## src/rtl/ram_arbiter.sv

```systemverilog
// Single-port RAM sequencer for VDG fetch, CPU access and a FIFO-buffered loader.
// Optional macro RAM_ARB_ROM_WP_EN blocks CPU writes to the upper half (ROM space).
module ram_arbiter #(
  parameter int ADDR_W     = 16,
  parameter int DATA_W     = 8,
  parameter int FIFO_DEPTH = 4,
  parameter int STARVE_MAX = 8
) (
  input  logic              clk,
  input  logic              reset,
  input  logic              clk_ena,
  input  logic              vdg_req,
  input  logic [ADDR_W-1:0] vdg_addr,
  output logic [DATA_W-1:0] vdg_rdata,
  output logic              vdg_valid,
  input  logic              cpu_req,
  input  logic              cpu_we,
  input  logic [ADDR_W-1:0] cpu_addr,
  input  logic [DATA_W-1:0] cpu_wdata,
  output logic [DATA_W-1:0] cpu_rdata,
  output logic              cpu_ack,
  input  logic              ld_wr,
  input  logic [ADDR_W-1:0] ld_addr,
  input  logic [DATA_W-1:0] ld_data,
  output logic              ld_full,
  output logic              ld_ovf,
  output logic [ADDR_W-1:0] ram_addr,
  output logic              ram_we,
  output logic [DATA_W-1:0] ram_wdata,
  input  logic [DATA_W-1:0] ram_rdata,
  output logic              busy
);
  localparam int PTR_W = $clog2(FIFO_DEPTH);
  localparam int CNT_W = PTR_W + 1;
  localparam int SC_W  = $clog2(STARVE_MAX + 1);

  typedef enum logic [1:0] {S_IDLE, S_ACCESS, S_CAPTURE} state_t;
  typedef enum logic [1:0] {G_NONE, G_VDG, G_CPU, G_LD} gnt_t;

  state_t state_q, state_d;
  gnt_t   gnt_q, gnt_sel;

  logic [ADDR_W-1:0] addr_q;
  logic [DATA_W-1:0] wdata_q;
  logic              we_q;
  logic              cpu_wr_q;
  logic [DATA_W-1:0] vdg_rdata_q, cpu_rdata_q;
  logic              vdg_valid_q, cpu_ack_q;
  logic              ovf_q;
  logic [SC_W-1:0]   starve_q;

  logic [ADDR_W-1:0] fifo_addr_q [FIFO_DEPTH];
  logic [DATA_W-1:0] fifo_data_q [FIFO_DEPTH];
  logic [PTR_W-1:0]  wr_ptr_q, rd_ptr_q;
  logic [CNT_W-1:0]  count_q;

  logic fifo_empty, fifo_full, push, pop, arb, grant, cpu_we_eff;

  assign fifo_empty = (count_q == '0);
  assign fifo_full  = (count_q == CNT_W'(FIFO_DEPTH));
  assign push       = ld_wr && !fifo_full;
  assign pop        = (state_q == S_CAPTURE) && (gnt_q == G_LD);
  assign arb        = (state_q == S_IDLE) && clk_ena;
  assign grant      = arb && (gnt_sel != G_NONE);

`ifdef RAM_ARB_ROM_WP_EN
  assign cpu_we_eff = cpu_we && !cpu_addr[ADDR_W-1];
`else
  assign cpu_we_eff = cpu_we;
`endif

  // A starved loader entry outranks the CPU but never the display fetch.
  always_comb begin
    gnt_sel = G_NONE;
    if (vdg_req)                                           gnt_sel = G_VDG;
    else if (!fifo_empty && starve_q == SC_W'(STARVE_MAX)) gnt_sel = G_LD;
    else if (cpu_req)                                      gnt_sel = G_CPU;
    else if (!fifo_empty)                                  gnt_sel = G_LD;
  end

  always_comb begin
    state_d = state_q;
    case (state_q)
      S_IDLE:    if (grant) state_d = S_ACCESS;
      S_ACCESS:  state_d = S_CAPTURE;
      S_CAPTURE: state_d = S_IDLE;
      default:   state_d = S_IDLE;
    endcase
  end

  always_ff @(posedge clk) begin
    if (reset) begin
      state_q     <= S_IDLE;
      gnt_q       <= G_NONE;
      addr_q      <= '0;
      wdata_q     <= '0;
      we_q        <= 1'b0;
      cpu_wr_q    <= 1'b0;
      vdg_rdata_q <= '0;
      cpu_rdata_q <= '0;
      vdg_valid_q <= 1'b0;
      cpu_ack_q   <= 1'b0;
      ovf_q       <= 1'b0;
      starve_q    <= '0;
      wr_ptr_q    <= '0;
      rd_ptr_q    <= '0;
      count_q     <= '0;
    end else begin
      state_q     <= state_d;
      vdg_valid_q <= 1'b0;
      cpu_ack_q   <= 1'b0;
      if (grant) begin
        gnt_q    <= gnt_sel;
        cpu_wr_q <= cpu_we;
        case (gnt_sel)
          G_VDG: begin addr_q <= vdg_addr; wdata_q <= '0; we_q <= 1'b0; end
          G_CPU: begin addr_q <= cpu_addr; wdata_q <= cpu_wdata; we_q <= cpu_we_eff; end
          default: begin
            addr_q  <= fifo_addr_q[rd_ptr_q];
            wdata_q <= fifo_data_q[rd_ptr_q];
            we_q    <= 1'b1;
          end
        endcase
      end
      if (state_q == S_CAPTURE) begin
        if (gnt_q == G_VDG) begin
          vdg_rdata_q <= ram_rdata;
          vdg_valid_q <= 1'b1;
        end else if (gnt_q == G_CPU) begin
          if (!cpu_wr_q) cpu_rdata_q <= ram_rdata;
          cpu_ack_q <= 1'b1;
        end
      end
      if (ld_wr && fifo_full) ovf_q <= 1'b1;
      if (fifo_empty) starve_q <= '0;
      else if (grant) begin
        if (gnt_sel == G_LD)                    starve_q <= '0;
        else if (starve_q != SC_W'(STARVE_MAX)) starve_q <= starve_q + SC_W'(1);
      end
      if (push) wr_ptr_q <= wr_ptr_q + PTR_W'(1);
      if (pop)  rd_ptr_q <= rd_ptr_q + PTR_W'(1);
      if (push && !pop)      count_q <= count_q + CNT_W'(1);
      else if (pop && !push) count_q <= count_q - CNT_W'(1);
    end
  end

  always_ff @(posedge clk) begin
    if (push) begin
      fifo_addr_q[wr_ptr_q] <= ld_addr;
      fifo_data_q[wr_ptr_q] <= ld_data;
    end
  end

  assign ram_addr  = (state_q == S_ACCESS) ? addr_q  : '0;
  assign ram_wdata = (state_q == S_ACCESS) ? wdata_q : '0;
  assign ram_we    = (state_q == S_ACCESS) && we_q;
  assign busy      = (state_q != S_IDLE);
  assign vdg_rdata = vdg_rdata_q;
  assign vdg_valid = vdg_valid_q;
  assign cpu_rdata = cpu_rdata_q;
  assign cpu_ack   = cpu_ack_q;
  assign ld_full   = fifo_full;
  assign ld_ovf    = ovf_q;
endmodule

```

## config.mk

```make
export PLATFORM = sky130hd
export DESIGN_NAME = ram_arbiter
export DESIGN_NICKNAME = d
export VERILOG_FILES = /design/src/rtl/ram_arbiter.sv
export SDC_FILE = /design/constraint.sdc
export NUM_CORES = 1
export LEC_CHECK = 0
export ABC_AREA = 1
export BUFFER_PORTS_ARGS = -buffer_cell sky130_fd_sc_hd__buf_2
export CELL_PAD_IN_SITES_DETAIL_PLACEMENT = 2
export CELL_PAD_IN_SITES_GLOBAL_PLACEMENT = 2
export CORE_ASPECT_RATIO = 1.5
export CORE_MARGIN = 5
export CORE_UTILIZATION = 30
export DETAILED_ROUTE_END_ITERATION = 8
export PLACE_DENSITY = 0.78
export SLEW_MARGIN = 40
export SYNTH_ARGS = -nofsm -noshare
export SYNTH_HDL_FRONTEND = slang
export SYNTH_SLANG_ARGS = --single-unit
```

## constraint.sdc

```tcl
create_clock -name clk -period 2.1 [get_ports clk]
set_input_delay 0.42 -clock clk [delete_from_list [all_inputs] [get_ports clk]]
set_output_delay 0.42 -clock clk [all_outputs]
set_load 0.01 [all_outputs]
```

# Word-level counts from Yosys, hierarchy flattened
# Memory sizes are Yosys's and may differ from the RTL's. A register that Yosys moved wholly into a read port is not among the register bits.
# Cells that the tools add are included.
# totals
reg_bits	60
mem_bits_rw	96
inputBits	79
output_inout_bits	46
mem_count	2
# op_classes
n_addsub	5
n_eq_ne	12
n_mux	23
bitwise	3
reduce_logical	25
# memory_table
name	words	word_bits	read_ports	rd_ports_with_merged_regs	wr	line	rtl
fifo_addr_q	4	16	1	1	1	52	logic [ADDR_W-1:0] fifo_addr_q [FIFO_DEPTH];
fifo_data_q	4	8	1	1	1	53	logic [DATA_W-1:0] fifo_data_q [FIFO_DEPTH];
# ops
op	count
16-bit one-hot mux with 2 select lines	1
2-bit 2-to-1 mux	9
16-bit 2-to-1 mux	1
8-bit one-hot mux with 2 select lines	1
2-bit == test, second input constant	5
1-bit logical AND	9
4-bit 2-to-1 mux	2
8-bit 2-to-1 mux	1
2-bit nonzero test	4
2-bit by 1-bit == test with 1-bit output, second input constant	3
3-bit 2-to-1 mux	2
2-bit by 1-bit adder with 2-bit output, second input constant	2
4-bit by 1-bit adder with 4-bit output, second input constant	1
4-bit == test, second input constant	1
1-bit logical NOT	4
1-bit 2-to-1 mux	4
4-bit inequality test, second input constant	1
2-bit one-hot mux with 2 select lines	1
2-bit AND reduction	2
4-bit AND reduction	1
2-bit OR reduction	2
3-bit by 1-bit adder with 3-bit output, second input constant	1
3-bit == test, second input constant	1
3-bit logical NOT	1
6 further kinds	8

# Longest topological paths before layout
# Gate-level depths: netlist of the first run.
# depth
depth_word	9
mapped_depth	14
ltp_nobuf	13

# Least setup slack after synthesis of the first run
# No wires, ideal clock.
# synth_path
kind	reg-to-reg
startpoint	register count_q[0]
endpoint	memory fifo_addr_q[0][0], enable pin
setup_time_ps	405
t_arrival_ps	1720
required_ps	1695
setup_slack_ps	-25
path_stages_with_launch	5
path_buffers	0
period_less_slack_ps	2125
cell_sequence	dfxtp_1 nor2_1 nand2_1 nand2_1 nor2_1
# synth_via
elab_chain_cells	5
# synth_lines
element	line	rtl
start, declared	55	logic [CNT_W-1:0] count_q;
start signal, assigned	142	if (push && !pop) count_q <= count_q + CNT_W'(1);
start signal, assigned	143	else if (pop && !push) count_q <= count_q - CNT_W'(1);
3-bit == test	60	assign fifo_full = (count_q == CNT_W'(FIFO_DEPTH));
1-bit logical NOT	61	assign push = ld_wr && !fifo_full;
1-bit logical AND	61	
1-bit 2-to-1 mux	148	if (push) begin
1-bit 2-to-1 mux (implied by the code)	149	fifo_addr_q[wr_ptr_q] <= ld_addr;
end, declared	52	
# No other way between the ends.

# Worst setup path in the final report of the first run
# layout_path
startpoint	register starve_q[0]
endpoint	register gnt_q[1]
# layout_via
elab_chain_cells	6
# layout_lines
element	line	rtl
start, declared	50	logic [SC_W-1:0] starve_q;
start signal, assigned	138	else if (starve_q != SC_W'(STARVE_MAX)) starve_q <= starve_q + SC_W'(1);
4-bit == test *	76	else if (!fifo_empty && starve_q == SC_W'(STARVE_MAX)) gnt_sel = G_LD;
1-bit logical AND *	76	
2-bit 2-to-1 mux *	76	
2-bit 2-to-1 mux *	75	if (vdg_req) gnt_sel = G_VDG;
2-bit nonzero test	64	assign grant = arb && (gnt_sel != G_NONE);
1-bit logical AND	64	
end signal, assigned	113	gnt_q <= gnt_sel;
end, declared	41	gnt_t gnt_q, gnt_sel;
# Every way passes the cells marked *; elsewhere a longest branch is shown, timed or not.
# A chain may end at the register's enable or synchronous reset.

==> results of run 1 <==
==> sequential cells by signal (all words and copies together) (netlist names), 3 cells and up, named ones only <==
register     cells
cpu_rdata        8
count_q          3
fifo_data_q     32
vdg_rdata        8
fifo_addr_q     64
wdata_q          8
addr_q          16
starve_q         4
==> what timing repair did <==
| item | 4_1_cts | 5_1_grt |
|---|---|---|
| hold buffers | 0 | 0 |
| setup buffers | 2 | 8 |
| gates resized for setup | 27 | 69 |
| setup endpoints to repair | 31 | 34 |
| pin swaps | 4 | 21 |
| gates cloned | 1 | 5 |
==> cell families (layout without fill, tap and decap cells) <==
logic type	after synthesis	in the layout	share of synthesized area, %
AO/OA/AOI/OAI	120	120	8.81
XOR/XNOR	2	2	0.257
adder cells (fa/ha/maj)	12	12	2.31
buffers and inverters	131	310	8.06
flip-flops	158	158	60.5
other	0	1	0
AND/OR/NAND/NOR	339	339	20.1
==> per-layer routing <==
layer	vias up	global-route usage (%)	share of wire, %
li1	2794	-	-
met1	2981	19.4	38
met2	121	35.4	57
met3	41	3.39	2.6
met4	0	7.74	2.4
met5	-	0	0
==> layout make-up <==
| type | count | area share (%) |
|---|---|---|
| Timing Repair Buffer | 182 | 13.9 |
| Multi-Input combinational cell | 473 | 26.5 |
| Sequential cell | 158 | 45.3 |
| Antenna cell | 1 | 0.0275 |
| Clock buffer | 18 | 4.82 |
| Inverter | 96 | 3.98 |
| Clock inverter | 14 | 1.72 |
| Tap cell | 276 | 3.79 |
==> per-stage QoR <==
step,instance area [um^2],hold slack (ns)
final,9110,0.191
after floorplan,6820,0.430
after detailed placement,8040,0.456
after global placement,8040,0.441
after global routing,9110,0.180
after CTS,8740,0.175
==> worst min-delay path by stage <==
stage,endpoint,slack [ns]
2_1_floorplan,we_q,0.43
3_3_place_gp,ld_ovf,0.44
3_5_place_dp,ld_ovf,0.46
4_1_cts,fifo_data_q[0][1],0.18
5_1_grt,fifo_data_q[0][1],0.18
6_report,fifo_data_q[0][1],0.19
==> layout by cell type (no fill, tap or decap), types with 3 or more instances in the layout <==
| cell type | n |
|---|---|
| buf_12 | 8 |
| buf_2 | 124 |
| buf_4 | 40 |
| inv_2 | 9 |
| clkinvlp_4 | 3 |
| ha_1 | 8 |
| nor2_1 | 49 |
| inv_1 | 86 |
| ha_4 | 3 |
| edfxtp_1 | 96 |
| a21oi_2 | 21 |
| buf_6 | 3 |
| clkbuf_16 | 22 |
| nand2_4 | 6 |
| dfxtp_1 | 59 |
| nor2_4 | 7 |
| inv_6 | 4 |
| nand4_1 | 4 |
| dfxtp_2 | 3 |
| nand3_1 | 43 |
| nand2_2 | 16 |
| o21ai_0 | 28 |
| o21ai_1 | 15 |
| a21oi_1 | 53 |
| nand2_1 | 209 |
==> report_power, final <==
group	switching (mW)	internal, mW
logic	0.854	0.549
clock network	1.33	1.80
registers	0.0901	3.51
==> results.ini, run 1 <==
[run_status]
status=finished with violations
violations=setup timing

[hold_path]
hp-start=ld_data[1]
whs_path_depth=1
hp-class=input port to flip-flop

[critical_path]
path_cells=inv_2 -> ha_4 -> nand2_2 -> o21ai_2 -> a21oi_2 -> buf_4 -> ha_4 -> inv_2 -> nand2_2 -> nor2_4 -> buf_6 -> buf_12 -> buf_4 -> o21ai_1 -> a21oi_1
ff2ff_setup_slack_ns=-0.1
critPathBufInv=6
reg2reg_depth=15
required_ns=2.44
critical_path.endpoint=gnt_q[1]
critPathMaxFanout=7
regToRegEndpoint=gnt_q[1]
arrival_ns=2.54
path_depth=15
crit_path_start_kind=flip-flop
cp-end-kind=flip-flop
rr_startpoint=starve_q[0]
crit_slowest_cell=dfxtp_2
critPathMaxStageDelay_ns=0.32
crit_path_start=starve_q[0]
path_delay_family=buffers and inverters
path_class=flip-flop to flip-flop

[synthesis]
yosys-top-cells-count=230 x nand2_1, 96 x edfxtp_1, 92 x inv_1
yosysTopAreaCell=edfxtp_1
synth-warning-count=0
syn_avg_cell_area_um2=8.95
ys.flop_type=edfxtp_1
synth.top_cells.by_area=edfxtp_1 42%, dfxtp_1 18%, nand2_1 13%, a21oi_1 5.5%, inv_1 5.1%
syn-cell-area_um2=6820
synthDistinctLibCells=25
seq_area_frac_synth_pct=60.5
syn_inst=762
synth_nets=853
synthArstFlopShare_pct=0
synth.top_cell.area_share_pct=42.3
ys_ff_latch=158
synth_edf_count=96
synth_most_common_cell=nand2_1

[timing]
clock_skew_ns=0.00638
fin_crit_ns=2.20
finalHoldViolations=0
fin_crit_sh_pct=105
final.setup.tns_ns=-0.194
rsz0062_at_grt=true
fmax_mhz=455
tightest_slew_ns=0.379
relSlewSlack_pct=74.6
final_max_slew_viol_count=0
timing.final.ws_setup_ns=-0.0958
setup_viol=9

[layout]
multiInputGateArea_um2=2410
fin_cells=1218
final_nets=1019
layout-drive-gt1-share_pct=30.6
nFillCells=2430
fin_util_pct=40.7
regArea_um2=4130
area_growth_syn_to_layout_pct=33.7

[cts]
cts_buffers=17
clk_latency_ns=0.44
path_clk_slew_ns=0.06
cts_tree=built
cts_buffer_depth=2
cts-root-buf=clkbuf_16
htreeDepth=4
cts_sinks=158

[grt]
grt_pass1_vias=6811
grt_pass1_wl_um=36800
grt_max_degree=31
antenna_found_initial=1
grt-ovfl-total=0
gr-usage-all-layers_pct=18.5

[drt]
ant_nets=0
first_pass_iters=4
vias=5937
wl_per_cell_um=20.6
initialDrtViolationCount=243
remaining_drc_errors=0
routed_wl_um=25000
via_per_inst=4.87

[floorplan]
dieHeight_um=195
io_pins=125
start_util_pct=30.5
die_area_um2=25900
core-area_um2=22400
die_w_um=133
num_rows=67

[placement]
hpwl_um=16700
portBuffers=124
gp_congestion=0.753
dp_slack_ns=-0.0963
dp_cells=1171

[power]
p_per_area_nw_per_um2=892
leakage_nw=3.94
peakVddDrop_uv=442
p_total_mw=8.13

[flow_run]
maxCapViolations=0

Note: power is estimated with default switching activity, not from simulation.
==> run 2, diff against run 1 <==
Settings changed: RECOVER_POWER set to 100.
==> results.ini, run 2 (same netlist as run 1, synthesis figures left out) <==
[timing]
fin_crit_ns=2.19  ; was 2.20 ns
setup_viol=6  ; was 9
fin_crit_sh_pct=104  ; was 105%
timing.final.ws_setup_ns=-0.0905  ; was -0.0958 ns
finalHoldViolations=0  ; unchanged
rsz0062_at_grt=true  ; unchanged
clock_skew_ns=0.00598  ; was 0.00638 ns
final_max_slew_viol_count=0  ; unchanged
whs_ns=0.219  ; was 0.191 ns
relSlewSlack_pct=62.9  ; was 74.6%
tightest_slew_ns=0.556  ; was 0.379 ns
fmax_mhz=457  ; was 455 MHz

[layout]
final_nets=1019  ; unchanged
nFillCells=2455  ; was 2430
area_growth_syn_to_layout_pct=32.1  ; was 33.7%
regMostFlops=fifo_addr_q  ; unchanged
most-common-layout-cells=210 x nand2_1, 96 x edfxtp_1, 88 x inv_1  ; was 209 x nand2_1, 124 x buf_2, 96 x edfxtp_1
fin_cells=1217  ; was 1218
diodes=0  ; was 1
largest_reg_flops=64  ; unchanged
final_common_cell=nand2_1  ; unchanged
fin_util_pct=40.2  ; was 40.7%
layout-drive-gt1-share_pct=24.9  ; was 30.6%
reg_top3=fifo_addr_q (64), fifo_data_q (32), addr_q (16)  ; unchanged

[power]
power.switching_mw=2.26  ; was 2.27 mW
clkPwrFrac_pct=38.6  ; was 38.5%
p_comb_share_pct=16.9  ; was 17.3%
power.internal_mw=5.84  ; was 5.86 mW
swShare_pct=27.9  ; about the same
peakVddDrop_uv=442  ; about the same
p_total_mw=8.10  ; was 8.13 mW
leakage_nw=3.76  ; was 3.94 nW
p_per_area_nw_per_um2=900  ; was 892 nW/um^2
seq_power_share_pct=44.4  ; was 44.3%

[critical_path]
critPathBufInv=6  ; unchanged
critPathMaxFanout=7  ; unchanged
critPathMaxStageDelay_ns=0.32  ; about the same
path_cells=inv_2 -> ha_4 -> nand2_2 -> o21ai_2 -> a21oi_2 -> buf_4 -> ha_4 -> inv_2 -> nand2_2 -> nor2_4 -> buf_6 -> buf_12 -> buf_4 -> o21ai_1 -> a21oi_1  ; unchanged
crit_path_start_kind=flip-flop  ; unchanged
required_ns=2.45  ; was 2.44 ns
rr_startpoint=starve_q[0]  ; unchanged
crit_path_start=starve_q[0]  ; unchanged
arrival_ns=2.54  ; about the same
crit_slowest_cell=dfxtp_2  ; unchanged
path_delay_family=buffers and inverters  ; unchanged
cp-end-kind=flip-flop  ; unchanged
path_class=flip-flop to flip-flop  ; unchanged

[grt]
grt_max_degree=31  ; unchanged
grt_pass1_wl_um=36800  ; unchanged
grt-ovfl-total=0  ; unchanged
antenna_found_initial=0  ; was 1
gr-usage-all-layers_pct=18.5  ; unchanged
grt_pass1_vias=6811  ; unchanged

[drt]
initialDrtViolationCount=261  ; was 243
first_pass_iters=4  ; unchanged
routed_wl_um=25000  ; about the same
ant_nets=0  ; unchanged
via_per_inst=4.85  ; was 4.87
wl_per_cell_um=20.5  ; was 20.6 um
remaining_drc_errors=0  ; unchanged
vias=5904  ; was 5937

[floorplan]
core-area_um2=22400  ; unchanged
num_rows=67  ; unchanged
dieHeight_um=195  ; unchanged
die_w_um=133  ; unchanged
start_util_pct=30.5  ; unchanged
io_pins=125  ; unchanged
die_area_um2=25900  ; unchanged

[cts]
htreeDepth=4  ; unchanged
cts_buffer_depth=2  ; unchanged
cts_tree=built  ; unchanged
cts-root-buf=clkbuf_16  ; unchanged
clk_latency_ns=0.44  ; about the same
path_clk_slew_ns=0.06  ; about the same
ctsHoldBuffers=0  ; unchanged
cts_buffers=17  ; unchanged
cts_sinks=158  ; unchanged

[placement]
gp_congestion=0.753  ; unchanged
portBuffers=124  ; unchanged
hpwl_um=16700  ; unchanged
dp_cells=1171  ; unchanged
dp_slack_ns=-0.0963  ; unchanged

[hold_path]
hp-class=input port to flip-flop  ; unchanged
hp-start=ram_rdata[6]  ; was ld_data[1]

[run_status]
status=finished with violations  ; unchanged
violations=setup timing  ; unchanged

[flow_run]
maxCapViolations=0  ; unchanged

## run 2: cell count changes in the layout (fill, tap and decap cells not counted), sizes merged
cell and delta:
diode -1, clkbuf +54, buf -54
## run 2: metrics by stage
step	cell area, um^2	TNS, ns
after global routing	9000	-3.41
final	9000	-0.153
after global placement	8040	-0.0221
after floorplan	6820	-2.35
after CTS	8740	0
after detailed placement	8040	-0.731
## run 2: power groups by stage
stage               registers [mW]  logic (mW)  clock network [mW]
floorplan                     3.64       0.562                   0
global placement              3.65        1.06                   0
detailed placement            3.66        1.11                   0
CTS                           3.60        1.19                3.19
global route                  3.62        1.49                3.33
finish                        3.60        1.37                3.13
## run 2: routing by layer
metal / share of wire (%) / GRT usage, %
met1: 37 / 19.4
met2: 57 / 35.4
met3: 2.7 / 3.39
met4: 2.5 / 7.74
met5: 0 / 0
## run 2: tightest hold or removal path, delay by kind of cell
family                 cells  cell delay [ns]
and+or+nand+nor            2             0.12
buffers and inverters      1             0.09
## run 2: layout make-up
| cell class | count | area [um^2] | area share, % |
|---|---|---|---|
| clock buffer | 18 | 439 | 4.88 |
| clock inverter | 14 | 156 | 1.74 |
| multi-input combinational | 473 | 2390 | 26.5 |
| inverter | 96 | 363 | 4.03 |
| timing repair buffer | 182 | 1180 | 13.1 |
| sequential | 158 | 4130 | 45.8 |
| tap | 276 | 345 | 3.84 |
## run 2: path summary, 6_finish.rpt
kind / end / slack, ns / cells after the start
hold / removal: vdg_rdata[6] / 0.22 / 3
setup / recovery: gnt_q[1] / -0.09 / 15
hold reg to reg: ld_ovf / 0.46 / 2
setup reg to reg: gnt_q[1] / -0.09 / 15
## run 2: repair_timing
action / 4_1_cts / 5_1_grt
resized for setup: 27 / 69
pin swaps: 4 / 21
buffers inserted: 2 / 8
gates cloned: 1 / 5
setup endpoints to repair: 31 / 34
==> run 3, diff against run 2 <==
--- a/constraint.sdc
+++ b/constraint.sdc
@@ -3,2 +3,2 @@
 set_output_delay 0.42 -clock clk [all_outputs]
-set_load 0.01 [all_outputs]
+set_load 0.005 [all_outputs]
==> results.ini, run 3 (same netlist as run 1, synthesis figures left out) <==
[power]
power.switching_mw=2.25  ; was 2.26 mW
clkPwrFrac_pct=38.7  ; was 38.6%
peakVddDrop_uv=442  ; about the same
leakage_nw=3.76  ; about the same
p_per_area_nw_per_um2=899  ; was 900 nW/um^2
swShare_pct=27.9  ; about the same
power.internal_mw=5.84  ; about the same
p_total_mw=8.09  ; was 8.10 mW
seq_power_share_pct=44.5  ; was 44.4%
p_comb_share_pct=16.8  ; was 16.9%

[layout]
most-common-layout-cells=210 x nand2_1, 96 x edfxtp_1, 88 x inv_1  ; unchanged
reg_top3=fifo_addr_q (64), fifo_data_q (32), addr_q (16)  ; unchanged
final_nets=1019  ; unchanged
area_growth_syn_to_layout_pct=32.1  ; unchanged
final_common_cell=nand2_1  ; unchanged
diodes=0  ; unchanged
regMostFlops=fifo_addr_q  ; unchanged
fin_cells=1217  ; unchanged
fin_util_pct=40.2  ; unchanged
layout-drive-gt1-share_pct=24.9  ; unchanged
largest_reg_flops=64  ; unchanged

[grt]
antenna_found_initial=0  ; unchanged
grt_pass1_wl_um=36800  ; unchanged
grt_pass1_vias=6811  ; unchanged
grt_max_degree=31  ; unchanged
grt-ovfl-total=0  ; unchanged
gr-usage-all-layers_pct=18.5  ; unchanged

[drt]
wl_per_cell_um=20.5  ; about the same
first_pass_iters=4  ; unchanged
routed_wl_um=25000  ; about the same
initialDrtViolationCount=261  ; unchanged
remaining_drc_errors=0  ; unchanged
ant_nets=0  ; unchanged
via_per_inst=4.85  ; unchanged
vias=5904  ; unchanged

[critical_path]
arrival_ns=2.54  ; about the same
crit_slowest_cell=dfxtp_2  ; unchanged
path_cells=inv_2 -> ha_4 -> nand2_2 -> o21ai_2 -> a21oi_2 -> buf_4 -> ha_4 -> inv_2 -> nand2_2 -> nor2_4 -> buf_6 -> buf_12 -> buf_4 -> o21ai_1 -> a21oi_1  ; unchanged
critPathMaxFanout=7  ; unchanged
path_delay_family=buffers and inverters  ; unchanged
cp-end-kind=flip-flop  ; unchanged
critPathMaxStageDelay_ns=0.32  ; about the same
required_ns=2.45  ; about the same
crit_path_start_kind=flip-flop  ; unchanged
path_class=flip-flop to flip-flop  ; unchanged
critPathBufInv=6  ; unchanged

[timing]
setup_viol=6  ; unchanged
final_max_slew_viol_count=0  ; unchanged
whs_ns=0.219  ; about the same
timing.final.ws_setup_ns=-0.0905  ; about the same
tightest_slew_ns=0.556  ; unchanged
fin_crit_ns=2.19  ; about the same
relSlewSlack_pct=62.9  ; unchanged
final.setup.tns_ns=-0.153  ; about the same
fmax_mhz=457  ; unchanged
rsz0062_at_grt=true  ; unchanged
fin_crit_sh_pct=104  ; about the same
finalHoldViolations=0  ; unchanged
clock_skew_ns=0.00598  ; unchanged

[cts]
cts_buffer_depth=2  ; unchanged
cts-root-buf=clkbuf_16  ; unchanged
cts_sinks=158  ; unchanged
ctsHoldBuffers=0  ; unchanged
cts_tree=built  ; unchanged
clk_latency_ns=0.44  ; about the same
cts_buffers=17  ; unchanged
path_clk_slew_ns=0.06  ; about the same
htreeDepth=4  ; unchanged

[run_status]
status=finished with violations  ; unchanged
violations=setup timing  ; unchanged

[floorplan]
io_pins=125  ; unchanged
start_util_pct=30.5  ; unchanged
num_rows=67  ; unchanged
die_w_um=133  ; unchanged
die_area_um2=25900  ; unchanged
core-area_um2=22400  ; unchanged
dieHeight_um=195  ; unchanged

[flow_run]
maxCapViolations=0  ; unchanged

[placement]
gp_congestion=0.753  ; unchanged
hpwl_um=16700  ; unchanged
portBuffers=124  ; unchanged
dp_cells=1171  ; unchanged

[hold_path]
hp-class=input port to flip-flop  ; unchanged

[run 3: repair_timing]
action	4_1_cts	5_1_grt
buffers inserted	2	8
endpoints found under the setup margin	31	34
resized for setup	27	69
gates cloned	1	5
endpoints found under the hold margin	0	0
pin swaps	4	21
[run 3: worst reg2reg max path, stage by stage, from the launching register on]
cell	delay, ns
dfxtp_2	0.32
inv_2	0.08
ha_4	0.14
nand2_2	0.05
o21ai_2	0.15
a21oi_2	0.08
buf_4	0.15
ha_4	0.15
inv_2	0.05
nand2_2	0.06
nor2_4	0.17
buf_6	0.14
buf_12	0.12
buf_4	0.12
o21ai_1	0.07
a21oi_1	0.22
[run 3: stage by stage]
| step | cell area [um^2] | setup slack [ns] |
|---|---|---|
| after CTS | 8740 | 0.00121 |
| after global placement | 8040 | -0.0221 |
| after detailed placement | 8040 | -0.0963 |
| after floorplan | 6820 | -0.0245 |
| after global routing | 9000 | -0.198 |
| final | 9000 | -0.0905 |
[run 3: path summary, 6_finish.rpt]
kind | start | to | slack [ns] | cells after the start
worst min-delay path | ram_rdata[6] | vdg_rdata[6] | 0.22 | 3
worst max-delay path | starve_q[0] | gnt_q[1] | -0.09 | 15
worst max register to register | starve_q[0] | gnt_q[1] | -0.09 | 15
worst min register to register | ld_ovf | ld_ovf | 0.46 | 2
[run 3: final cells by class]
class / instances / area, um^2
sequential: 158 / 4130
tap: 276 / 345
fill: 2453 / 13400
multi-input combinational: 473 / 2390
timing repair buffer: 182 / 1180
inverter: 96 / 363
clock buffer: 18 / 439
clock inverter: 14 / 156
[run 3: power by group through the flow]
stage,logic (mW),clock network [mW],registers [mW]
5_1_grt,1.48,3.33,3.62
6_report,1.36,3.13,3.60
3_3_place_gp,1.05,0,3.65
4_1_cts,1.18,3.19,3.60
3_5_place_dp,1.10,0,3.66
2_1_floorplan,0.555,0,3.64
[run 3: per-layer routing]
| layer | track usage, % | vias to the layer above | share of wire, % |
|---|---|---|---|
| met2 | 35.4 | 123 | 57 |
| met3 | 3.39 | 40 | 2.7 |
| met1 | 19.4 | 2950 | 37 |
| met5 | 0 | - | 0 |
| li1 | - | 2791 | - |
| met4 | 7.74 | 0 | 2.6 |
